<file path="src/rtl/time_set_controller.sv">
// rtl/time_set_controller.sv - HH:MM set controller driven by short/long press events
//
// Purpose: holds a BCD HH:MM value for the display path. Long presses step
// RUN -> SET_HOUR -> SET_MIN -> RUN (commit). Short presses increment the
// selected field. An inactivity timeout abandons the edit and restores the
// value captured on entry.
//
// Ports:
//   clk         system clock
//   reset       synchronous, active-high
//   event_code  press code: 0 none, 1 short/repeat, 2 long, 3 treated as 0
//   hour_tens   BCD 0..2
//   hour_ones   BCD 0..9
//   min_tens    BCD 0..5
//   min_ones    BCD 0..9
//   mode        0 RUN, 1 SET_HOUR, 2 SET_MIN
//   blink       blank request for the field selected by mode
//   load        1-cycle commit pulse
module time_set_controller #(
  parameter int TIMEOUT    = 500_000_000,
  parameter int BLINK_HALF = 12_500_000
) (
  input  logic       clk,
  input  logic       reset,
  input  logic [1:0] event_code,
  output logic [1:0] hour_tens,
  output logic [3:0] hour_ones,
  output logic [2:0] min_tens,
  output logic [3:0] min_ones,
  output logic [1:0] mode,
  output logic       blink,
  output logic       load
);

  typedef enum logic [1:0] {
    RUN      = 2'd0,
    SET_HOUR = 2'd1,
    SET_MIN  = 2'd2
  } state_t;

  localparam logic [29:0] T_LAST = 30'(TIMEOUT - 1);
  localparam logic [23:0] B_LAST = 24'(BLINK_HALF - 1);

  state_t      state, state_n;
  logic [1:0]  ht_n, snap_ht, snap_ht_n;
  logic [3:0]  ho_n, snap_ho, snap_ho_n;
  logic [2:0]  mt_n, snap_mt, snap_mt_n;
  logic [3:0]  mo_n, snap_mo, snap_mo_n;
  logic [29:0] tcnt, tcnt_n;
  logic [23:0] bcnt, bcnt_n;
  logic        blink_n, load_n;
  logic        press, long_press;

  // Code 3 falls through both decodes and behaves like "no event".
  assign press      = (event_code == 2'd1);
  assign long_press = (event_code == 2'd2);
  assign mode       = state;

  always_comb begin
    state_n   = state;
    ht_n      = hour_tens;
    ho_n      = hour_ones;
    mt_n      = min_tens;
    mo_n      = min_ones;
    snap_ht_n = snap_ht;
    snap_ho_n = snap_ho;
    snap_mt_n = snap_mt;
    snap_mo_n = snap_mo;
    tcnt_n    = tcnt;
    bcnt_n    = bcnt;
    blink_n   = blink;
    load_n    = 1'b0;

    case (state)
      RUN: begin
        tcnt_n  = '0;
        bcnt_n  = '0;
        blink_n = 1'b0;
        if (long_press) begin
          state_n   = SET_HOUR;
          snap_ht_n = hour_tens;
          snap_ho_n = hour_ones;
          snap_mt_n = min_tens;
          snap_mo_n = min_ones;
        end
      end

      SET_HOUR, SET_MIN: begin
        if (press || long_press) begin
          // Any activity restarts both the timeout and the blink phase.
          tcnt_n  = '0;
          bcnt_n  = '0;
          blink_n = 1'b0;
          if (press) begin
            if (state == SET_HOUR) begin
              if (hour_tens == 2'd2 && hour_ones == 4'd3) begin
                ht_n = 2'd0;
                ho_n = 4'd0;
              end else if (hour_ones == 4'd9) begin
                ho_n = 4'd0;
                ht_n = hour_tens + 2'd1;
              end else begin
                ho_n = hour_ones + 4'd1;
              end
            end else begin
              if (min_ones == 4'd9) begin
                mo_n = 4'd0;
                mt_n = (min_tens == 3'd5) ? 3'd0 : min_tens + 3'd1;
              end else begin
                mo_n = min_ones + 4'd1;
              end
            end
          end else if (state == SET_HOUR) begin
            state_n = SET_MIN;
          end else begin
            state_n = RUN;
            load_n  = 1'b1;
          end
        end else if (tcnt == T_LAST) begin
          // Abandoned edit: put back the value seen when the edit began.
          state_n = RUN;
          ht_n    = snap_ht;
          ho_n    = snap_ho;
          mt_n    = snap_mt;
          mo_n    = snap_mo;
          tcnt_n  = '0;
          bcnt_n  = '0;
          blink_n = 1'b0;
        end else begin
          tcnt_n = tcnt + 30'd1;
          if (bcnt == B_LAST) begin
            bcnt_n  = '0;
            blink_n = ~blink;
          end else begin
            bcnt_n = bcnt + 24'd1;
          end
        end
      end

      default: begin
        state_n = RUN;
      end
    endcase
  end

  always_ff @(posedge clk) begin
    if (reset) begin
      state     <= RUN;
      hour_tens <= '0;
      hour_ones <= '0;
      min_tens  <= '0;
      min_ones  <= '0;
      snap_ht   <= '0;
      snap_ho   <= '0;
      snap_mt   <= '0;
      snap_mo   <= '0;
      tcnt      <= '0;
      bcnt      <= '0;
      blink     <= 1'b0;
      load      <= 1'b0;
    end else begin
      state     <= state_n;
      hour_tens <= ht_n;
      hour_ones <= ho_n;
      min_tens  <= mt_n;
      min_ones  <= mo_n;
      snap_ht   <= snap_ht_n;
      snap_ho   <= snap_ho_n;
      snap_mt   <= snap_mt_n;
      snap_mo   <= snap_mo_n;
      tcnt      <= tcnt_n;
      bcnt      <= bcnt_n;
      blink     <= blink_n;
      load      <= load_n;
    end
  end

endmodule

</file>
<file path="config.mk">
export PLATFORM = sky130hd
export DESIGN_NAME = time_set_controller
export DESIGN_NICKNAME = d
export VERILOG_FILES = /design/src/rtl/time_set_controller.sv
export SDC_FILE = /design/constraint.sdc
export NUM_CORES = 1
export LEC_CHECK = 0
export ABC_CLOCK_PERIOD_IN_PS = 4000
export BUFFER_PORTS_ARGS = -buffer_cell sky130_fd_sc_hd__buf_2
export CELL_PAD_IN_SITES_DETAIL_PLACEMENT = 1
export CELL_PAD_IN_SITES_GLOBAL_PLACEMENT = 1
export CORE_AREA = 2 2 113 115
export DETAILED_ROUTE_END_ITERATION = 10
export DIE_AREA = 0 0 115 117
export PLACE_DENSITY_LB_ADDON = 0.1
export SLEW_MARGIN = 20
export SYNTH_ARGS = -nofsm -noshare
export SYNTH_HDL_FRONTEND = slang
export SYNTH_SLANG_ARGS = --single-unit
</file>
<file path="constraint.sdc">
create_clock -name clk -period 4 [get_ports clk]
set_input_delay 0.2 -clock clk [delete_from_list [all_inputs] [get_ports clk]]
set_output_delay 0.2 -clock clk [all_outputs]
set_load 0.02 [all_outputs]
</file>
# After elaboration in Yosys (flattened, before gate mapping)
# Index checks and enable logic that the tools add are counted.
[word_totals]
register_bits = 84
output_inout_bits = 17
elab_cells = 97
[op_classes]
addsub = 6
n_eq_ne = 20
mux = 41
bitwise = 3
n_reduce_logical = 14
[op_table]
columns = ["cell", "count"]
rows = [
  ["2-to-1 mux 24 bit", 3],
  ["2-to-1 mux 30 bit", 2],
  ["one-hot mux 30 bit (2 select lines)", 1],
  ["one-hot mux 24 bit (2 select lines)", 1],
  ["2-to-1 mux 4 bit", 11],
  ["adder 30 x 1 -> 30 bit, second input constant", 1],
  ["== test 30 x 29 -> 1 bit, second input constant", 1],
  ["adder 24 x 1 -> 24 bit, second input constant", 1],
  ["== test 24 bit, second input constant", 1],
  ["2-to-1 mux 2 bit", 11],
  ["2-to-1 mux 3 bit", 6],
  ["AND reduction 5 bit", 2],
  ["adder 4 x 1 -> 4 bit, second input constant", 2],
  ["== test 4 bit, second input constant", 2],
  ["AND reduction 4 bit", 2],
  ["== test 2 bit, second input constant", 3],
  ["inequality test 2 bit, second input constant", 3],
  ["inequality test 3 bit, second input constant", 2],
  ["== test 2 x 1 -> 1 bit, second input constant", 2],
  ["== test 4 x 2 -> 1 bit, second input constant", 1],
  ["2-to-1 mux 1 bit", 4],
  ["inequality test 2 x 1 -> 1 bit, second input constant", 2],
  ["inequality test 4 bit, second input constant", 1],
  ["one-hot mux 2 bit (2 select lines)", 1],
  ["14 further kinds", 18],
]

# Depth between registers and ports, before layout
# Gate-level depths: netlist (run 1).
[depth]
word_depth = 6
ltp_mapped = 8
mapped_depth_nobuf = 7

# Least setup slack after synthesis (run 1)
# Ideal clock, no wire load.
[synth_path]
path_kind = "reg-to-reg"
startpoint = "reg state[0] (netlist: mode[0])"
endpoint = "reg min_tens[1]"
setup_time_ns = 0.074
arrival_ns = 2.185
required_time_ns = 3.926
setup_slack_ns = 1.741
path_stages_with_launch = 8
cell_sequence = "dfxtp_1 > inv_1 > ha_1 > clkbuf_1 > nand2_1 > or4_1 > or4_1 > a31oi_1"
[synth_via]
elab_chain_cells = 3
[synth_rtl]
columns = ["item", "line", "source"]
rows = [
  ["start, declared", "44", "state_t state, state_n;"],
  ["start signal, assigned", "162", "state <= state_n;"],
  ["== test 2 x 1 -> 1 bit or == test 2 bit (tied branches)", "74, 95", ""],
  ["inequality test 2 bit (no source line) or OR reduction 2 bit (tied branches)", "-", ""],
  ["AND reduction 5 bit (no source line) *", "-", ""],
  ["end signal, assigned", "165", "min_tens <= mt_n;"],
  ["end, declared", "28", "output logic [2:0] min_tens,"],
]
# Every way passes the cells marked *; elsewhere a longest branch is shown, timed or not.
# A chain may end at the register's enable or synchronous reset.

# Worst setup path after layout (run 1)
[layout_path]
startpoint = "reg state[0] (netlist: mode[0])"
endpoint = "reg tcnt[25]"
[layout_via]
elab_chain_cells = 3
[layout_rtl]
columns = ["item", "line", "source"]
rows = [
  ["== test 2 x 1 -> 1 bit or == test 2 bit (tied branches)", "74", "case (state)"],
  ["OR reduction 2 bit", "74", ""],
  ["one-hot mux 30 bit (2 select lines) or nonzero test 2 bit (tied branches)", "-", ""],
  ["end signal, assigned", "171", "tcnt <= tcnt_n;"],
  ["end, declared", "49", "logic [29:0] tcnt, tcnt_n;"],
]
# Several ways; a longest one is shown, not always the timed one.

==> results of run 1 <==
synthesized netlist by cell type, drive strengths merged (2+ instances only):
library cell | n | area (sq um)
o211ai | 6 | 45.0
nor2 | 71 | 267
inv | 23 | 86.3
a22oi | 2 | 15.0
xor2 | 21 | 184
a31oi | 8 | 56.3
a21oi | 22 | 114
dfxtp | 84 | 1680
clkbuf | 14 | 52.6
ha | 9 | 113
nor3 | 13 | 65.1
a211o | 2 | 17.5
and2 | 3 | 18.8
or3 | 5 | 31.3
buf | 7 | 32.5
nand2b | 2 | 12.5
nand4 | 23 | 150
xnor2 | 31 | 272
nor2b | 6 | 37.5
or4 | 6 | 45.0
nand2 | 57 | 214
nand3 | 20 | 100
or4b | 2 | 20.0
and4 | 5 | 43.8
nor4 | 14 | 109
a21o | 2 | 15.0
o21ai | 13 | 68.8
and3 | 5 | 31.3
mux2i | 2 | 20.0
a211oi | 3 | 22.5
nor3b | 4 | 30.0
nand4b | 6 | 52.6
cell families (layout without fill, tap and decap cells):
kind of cell	after synthesis	in the layout
adders and majority gates	9	9
muxes	3	3
buffers and inverters	44	62
xor gates and xnor gates	52	52
DFF	84	84
AOI/OAI and AO/OA	72	72
and+or+nand+nor	247	247
sequential cells by signal, summed over array words and instances (netlist names):
| register | flops |
|---|---|
| snap_ht | 2 |
| load | 1 |
| snap_mt | 3 |
| min_tens | 3 |
| hour_tens | 2 |
| hour_ones | 4 |
| bcnt | 24 |
| snap_mo | 4 |
| min_ones | 4 |
| blink | 1 |
| tcnt | 30 |
| mode | 2 |
| snap_ho | 4 |
cell type report:
class,count,area share (%)
clock buffers,12,5.44
clock inverters,4,0.505
inverters,23,1.83
multi-input cells,383,49.9
flip-flops and latches,84,35.7
well taps,150,3.98
repair buffers,23,2.60
through the flow:
stage | hold WS (ns) | worst slack (ns) | util (%) | instances | area [sq um]
finish | 0.387 | 1.42 | 38.3 | 679 | 4710
global route | 0.410 | 1.17 | 38.3 | 679 | 4710
CTS | 0.379 | 1.39 | 38.3 | 679 | 4710
detailed placement | 0.449 | 1.41 | 36.0 | 663 | 4430
global placement | 0.446 | 1.46 | 36.0 | 663 | 4430
floorplan | 0.290 | 1.74 | - | 511 | 4210
worst max-delay path, delay by kind of cell (launching register included):
kind	cells	cell delay (ns)
and+or+nand+nor	4	1.50
DFF	1	0.34
adders and majority gates	1	0.46
xor gates and xnor gates	1	0.16
how the worst max path moves through the flow:
stage,from,endpoint,slack [ns],cells after the start
finish,mode[0],tcnt[25],1.42,6
global route,mode[0],tcnt[21],1.17,6
CTS,mode[0],tcnt[25],1.39,6
detailed placement,mode[0],tcnt[25],1.41,6
global placement,mode[0],tcnt[29],1.46,6
floorplan,mode[0],min_tens[1],1.74,7
power breakdown:
group          internal [mW]  switching, mW
logic                 0.0275         0.0815
clock network          0.453          0.345
registers              0.841        0.00550
layer usage:
metal  part of all wire (%)  track usage [%]  routed length, um
met5                      0                0                  0
met4                    1.3             5.54                144
met3                    2.9             5.05                337
met2                     48             30.7               5500
met1                     48             22.8               5450
==> tab_implementation.tex, run 1 <==
\begin{tabular}{lr}
\hline
Metric & Value \\
\hline
\multicolumn{2}{l}{\textbf{Yosys}} \\
\quad XOR/XNOR Fraction of Synth Area & $\sim$11\% \\
\quad Yosys warns & 0 \\
\quad Post-synthesis sequential element count & 84 \\
\quad Sequential area share after synthesis & between 30\% and 40\% \\
\quad Fraction of synthesis flops using an asynchronous set or reset pin & 0\% \\
\quad Adder-cell area share of the yosys netlist & $\sim$2.7\% \\
\quad Number of unique standard cell types used by synthesis & between 50 and 60 \\
\quad Synthesized area per cell & slightly above 8 sq um \\
\quad Combinational family with the most area after synthesis & simple AND/OR/NAND/NOR gates \\
\quad Top FF cell, synth & dfxtp\_1 \\
\quad Number of synthesized flops with an enable pin & 0 \\
\quad Simple-Gate Fraction of Synth Area & between 30\% and 40\% \\
\quad Post-synthesis compound-gate area fraction & 11.5\% \\
\quad Cells after synthesis & 511 \\
\quad Share of cell area taken by muxes after synthesis & less than 1\% \\
\quad Syn nets & 524 \\
\quad Cell area after synthesis & between 4000 and 5000 sq um \\
\multicolumn{2}{l}{\textbf{Final layout}} \\
\quad Most common library cell in the layout ignoring fill and taps & dfxtp\_1 \\
\quad Most used cells in the layout excluding fill and tap cells & 84 x dfxtp\_1, 71 x nor2\_1, 57 x nand2\_1 \\
\quad Share of layout cells above drive strength 1 & a little under a tenth \\
\quad Number of fill cells in the layout & 1510 \\
\quad Area used by sequential logic in the layout & $\sim$1700 sq um \\
\quad Number of nets in the layout & 537 \\
\quad Total inserted antenna cells & 0 \\
\quad Area growth, synth to finish & 12.0\% \\
\quad Multi-input gate area in the final layout & 2350 sq um \\
\multicolumn{2}{l}{\textbf{Timing}} \\
\quad Final critical path time including I/O delays and setup & around 2.6 ns \\
\quad Max-slew headroom at the worst pin & between 30\% and 40\% \\
\quad Post-route clock skew & roughly 0.013 ns \\
\quad Actual slew at the worst max-slew pin & 0.902 ns \\
\quad Unrepaired setup endpoints after global routing & no \\
\quad Final setup viols & 0 \\
\quad Max Fclk & $\sim$0.39 GHz \\
\quad Final hold vios & 0 \\
\quad Setup\_tns & 0 ns \\
\quad Final Slew Violations & 0 \\
\quad Final worst path period share & roughly 65\% \\
\multicolumn{2}{l}{\textbf{Outcome}} \\
\quad Result of the run & finished clean \\
\multicolumn{2}{l}{\textbf{Detailed routing}} \\
\quad First drt pass iteration count & 5 \\
\quad Total wirelength of the detailed-routed design & 11.4 mm \\
\quad Post-DR wirelength/cell & 16.8 um \\
\quad Post-detailed-route via-to-cell ratio & about 5.4 \\
\quad Final ANT Viol Nets & 0 \\
\quad Total number of vias & 3680 \\
\quad Number of DRC violations after detailed-routing iteration 0 & about 140 \\
\quad DRC violations left & 0 \\
\multicolumn{2}{l}{\textbf{CTS}} \\
\quad CTS sink count & 84 \\
\quad Number of clock buffers inserted by TritonCTS & 9 \\
\quad Clock tree root buffer cell & clkbuf\_16 \\
\quad Quantity of gates resized following cts & 0 \\
\quad Number of hold buffers added after cts & 0 \\
\quad Clock transition at the register clock pins on the worst setup and hold paths after CTS & approximately 0.07 ns \\
\quad Buffer levels on the longest clock path & 2 \\
\quad Clock tree from TritonCTS & built \\
\quad \# Post-CTS Setup Buffers & 0 \\
\quad Later-pin clock latency in the skew report & about 0.35 ns \\
\quad Total number of H-tree levels & 3 \\
\multicolumn{2}{l}{\textbf{Worst setup path}} \\
\quad Reg-to-Reg Start & mode[0] \\
\quad FF-to-FF setup slack & 1.42 ns \\
\quad Depth of the worst register-to-register path & 6 \\
\quad Critical Path Max Stage Delay & approximately 0.7 ns \\
\quad Biggest fanout along the worst timing path & 20 \\
\quad Capture point of the worst reg-to-reg path & tcnt[25] \\
\quad Worst setup SP type & flip-flop \\
\quad CP max stage cell & or4\_1 \\
\quad Crit path arrival time & about 2.8 ns \\
\quad Required time of the critical path & between 4 and 5 ns \\
\quad Sort of element at the end of the critical path & flip-flop \\
\quad Type of the worst setup path & flip-flop to flip-flop \\
\quad Critical path, cell by cell & ha\_1 -> nand4b\_1 -> or4\_1 -> nor4\_1 -> xnor2\_1 -> nor2\_1 \\
\multicolumn{2}{l}{\textbf{Min path}} \\
\quad End point of the worst hold path & snap\_mo[0] \\
\quad Worst Hold Class & input port to flip-flop \\
\quad Worst hold path depth & 2 \\
\quad Worst hold start & reset \\
\multicolumn{2}{l}{\textbf{Power}} \\
\quad IR Drop Worst-Case VDD & 0.217 mV \\
\quad Post-layout power & approximately 1.8 mW \\
\quad Cell area power density & $\sim$370 nW/um\^{}2 \\
\quad Leak pwr & approximately 1.5 nW \\
\multicolumn{2}{l}{\textbf{Global routing}} \\
\quad Antenna violations before repair & 0 \\
\quad Number of global-route vias before repair & $\sim$3700 \\
\quad Global-route total usage across every layer & 18.2\% \\
\quad Maximum number of pins on one net before global-route repair & 33 \\
\quad Total gr overflow & 0 \\
\quad First-pass GRT wire length & approximately 19 mm \\
\multicolumn{2}{l}{\textbf{Floorplan}} \\
\quad Width of the die & between 100 and 150 um \\
\quad Initial Util & around 34\% \\
\quad Die boundary height & approximately 120 um \\
\quad Core Rows & a little over 40 \\
\quad Die outline area & 13500 sq um \\
\quad Num ports & 21 \\
\quad Total core area & about 12000 sq um \\
\multicolumn{2}{l}{\textbf{Placement}} \\
\quad PortBufs & 20 \\
\quad Final estimated routing congestion in global placement & roughly 0.78 \\
\quad Detailed-placement wirelength estimate & about 7.9 mm \\
\multicolumn{2}{l}{\textbf{Flow run}} \\
\quad Max cap viols & 0 \\
\hline
\end{tabular}
No activity file was read; power rests on OpenSTA's default activity.
==> inputs of run 2 (changes only) <==
Settings changed: ABC_CLOCK_PERIOD_IN_PS 4000 to 2150.
Clock period 4 ns to 2.15 ns, I/O delays scaled along.
==> tab_implementation.tex, run 2 (synthesized netlist as in run 1, its figures left out) <==
\begin{tabular}{lr}
\hline
Metric & Value \\
\hline
\multicolumn{2}{l}{\textbf{CTS}} \\
\quad Clock tree from TritonCTS & built \\
\quad Number of hold buffers added after cts & 0 (unchanged) \\
\quad Buffer levels on the longest clock path & 2 (unchanged) \\
\quad Clock tree root buffer cell & clkbuf\_16 \\
\quad Clock transition at the register clock pins on the worst setup and hold paths after CTS & 0.06 ns (about the same) \\
\quad Number of clock buffers inserted by TritonCTS & 9 (unchanged) \\
\quad CTS sink count & 84 (unchanged) \\
\quad Later-pin clock latency in the skew report & 0.35 ns (about the same) \\
\quad Total number of H-tree levels & 3 (unchanged) \\
\multicolumn{2}{l}{\textbf{Power}} \\
\quad IR Drop Worst-Case VDD & 0.339 mV (+56\%) \\
\quad Post-layout power & 3.37 mW (+92\%) \\
\quad Cell area power density & 650 nW/um\^{}2 (+75\%) \\
\quad Leak pwr & 1.75 nW (+18\%) \\
\multicolumn{2}{l}{\textbf{Detailed routing}} \\
\quad Final ANT Viol Nets & 0 (unchanged) \\
\quad Total wirelength of the detailed-routed design & 12.0 mm (+4.6\%) \\
\quad Number of DRC violations after detailed-routing iteration 0 & 135 (-2.9\%) \\
\quad First drt pass iteration count & 4 (-1) \\
\quad Total number of vias & 3816 (+3.7\%) \\
\quad Post-DR wirelength/cell & 16.5 um (-1.8\%) \\
\quad Post-detailed-route via-to-cell ratio & 5.28 (-2.6\%) \\
\quad DRC violations left & 0 (unchanged) \\
\multicolumn{2}{l}{\textbf{Final layout}} \\
\quad Most common library cell in the layout ignoring fill and taps & dfxtp\_1 \\
\quad Largest registers & tcnt: 30 flops, bcnt: 24 flops \\
\quad Max reg flops & 30 (unchanged) \\
\quad Number of nets in the layout & 582 (+8.4\%) \\
\quad Share of layout cells above drive strength 1 & 18.5\% (+9.4 points) \\
\quad Area growth, synth to finish & 23.2\% \\
\quad Most used cells in the layout excluding fill and tap cells & 82 x dfxtp\_1, 71 x nor2\_1, 57 x nand2\_1 \\
\quad Total inserted antenna cells & 0 (unchanged) \\
\quad Final non-filler cell total & 723 (+6.5\%) \\
\quad Post-layout util & 42.1\% (+3.8 points) \\
\quad Register with the most flip-flops & tcnt \\
\multicolumn{2}{l}{\textbf{Global routing}} \\
\quad First-pass GRT wire length & 19.3 mm (+1.3\%) \\
\quad Antenna violations before repair & 0 (unchanged) \\
\quad Number of global-route vias before repair & 3818 (+3.3\%) \\
\quad Total gr overflow & 0 (unchanged) \\
\quad Global-route total usage across every layer & 18.4\% (+0.13 points) \\
\quad Maximum number of pins on one net before global-route repair & 33 (unchanged) \\
\multicolumn{2}{l}{\textbf{Worst setup path}} \\
\quad Critical Path Max Stage Delay & 0.55 ns (-0.13 ns) \\
\quad Required time of the critical path & 2.38 ns (-1.84 ns) \\
\quad Crit path arrival time & 2.31 ns (-0.49 ns) \\
\quad Sort of element at the end of the critical path & flip-flop \\
\quad Biggest fanout along the worst timing path & 10 (-50\%) \\
\quad Critical path, cell by cell & or4b\_4 -> nor4\_4 -> buf\_6 -> a21oi\_4 -> o211ai\_1 -> buf\_4 -> clkbuf\_16 -> nor2\_1 \\
\quad CP max stage cell & or4b\_4 \\
\quad Worst setup SP type & flip-flop \\
\quad Type of the worst setup path & flip-flop to flip-flop \\
\quad Depth of the worst register-to-register path & 8 (+2) \\
\multicolumn{2}{l}{\textbf{Timing}} \\
\quad Post-route clock skew & 0.00740 ns (-0.00545 ns) \\
\quad Final Slew Violations & 0 (unchanged) \\
\quad Unrepaired setup endpoints after global routing & yes \\
\quad Final setup viols & 0 (unchanged) \\
\quad Final hold vios & 0 (unchanged) \\
\quad Actual slew at the worst max-slew pin & 0.579 ns (-0.324 ns) \\
\quad Setup ws final & 0.0742 ns (-1.34 ns) \\
\quad Max-slew headroom at the worst pin & 61.3\% (+22 points) \\
\quad Max Fclk & 0.482 GHz (+24\%) \\
\quad Final critical path time including I/O delays and setup & 2.08 ns (-0.505 ns) \\
\quad Final worst path period share & 96.5\% (+32 points) \\
\quad Minimum hold slack & 0.230 ns (-0.157 ns) \\
\multicolumn{2}{l}{\textbf{Min path}} \\
\quad Worst hold path depth & 3 (+1) \\
\quad Worst Hold Class & input port to flip-flop \\
\multicolumn{2}{l}{\textbf{Placement}} \\
\quad PortBufs & 20 (unchanged) \\
\quad Post-Place Cells & 705 (+6.3\%) \\
\quad Post-Place Setup Slack & 0.0152 ns (-1.39 ns) \\
\quad Final estimated routing congestion in global placement & 0.821 (+4.7\%) \\
\quad Detailed-placement wirelength estimate & 8.34 mm (+6.0\%) \\
\multicolumn{2}{l}{\textbf{Floorplan}} \\
\quad Num ports & 21 (unchanged) \\
\quad Total core area & 12300 sq um (unchanged) \\
\quad Die boundary height & 117 um (unchanged) \\
\quad Core Rows & 41 (unchanged) \\
\quad Width of the die & 115 um (unchanged) \\
\quad Initial Util & 34.2\% (unchanged) \\
\quad Die outline area & 13500 sq um (unchanged) \\
\multicolumn{2}{l}{\textbf{Outcome}} \\
\quad Result of the run & finished clean \\
\multicolumn{2}{l}{\textbf{Flow run}} \\
\quad Max cap viols & 0 (unchanged) \\
\hline
\end{tabular}
==> run 2: final timing paths <==
check / start / endpoint / slack, ns
worst max-delay path: tcnt[9] / bcnt[14] / 0.07
worst min register to register: snap_ho[3] / snap_ho[3] / 0.46
worst max register to register: tcnt[9] / bcnt[14] / 0.07
worst min-delay path: reset / min_ones[2] / 0.23
==> run 2: final cells by class <==
cell class,count,area [sq um]
Clock inverter,2,35.0
Inverter,23,86.3
Sequential cell,84,1680
Clock buffer,13,250
Fill cell,1480,7130
Multi-Input combinational cell,383,2430
Tap cell,150,188
Timing Repair Buffer,68,502
==> run 2: metrics by stage <==
step           area, sq um  setup TNS [ns]
6_report              5180               0
5_1_grt               5180         -0.0977
4_1_cts               5070               0
3_5_place_dp          4780               0
3_3_place_gp          4780               0
2_1_floorplan         4210         -0.0455
==> run 2: worst max-delay path, delay by kind of cell, from the launching register on <==
kind	cells	cell delay, ns
compound gates	2	0.26
flops	1	0.31
simple gates	3	0.89
buf+inv	3	0.51
==> run 2: metal layers <==
layer | vias up | global-route usage (%) | part of all wire (%)
li1 | 1914 | - | -
met1 | 1858 | 23.8 | 48
met2 | 33 | 30.4 | 48
met3 | 11 | 3.19 | 2.5
met4 | 0 | 7.63 | 1.6
met5 | - | 0 | 0
==> run 2: timing repair <==
item,CTS,global route
setup buffers,0,2
resized for setup,2,18
pin swaps,0,4
cloned,0,1
setup endpoints to repair,2,32
==> run 2: where the power goes <==
group          internal [mW]  total, mW  switching (mW)
Sequential              1.56       1.57         0.00661
Clock                  0.925       1.54           0.619
Combinational         0.0850      0.251           0.166
Total                   2.57       3.37           0.792
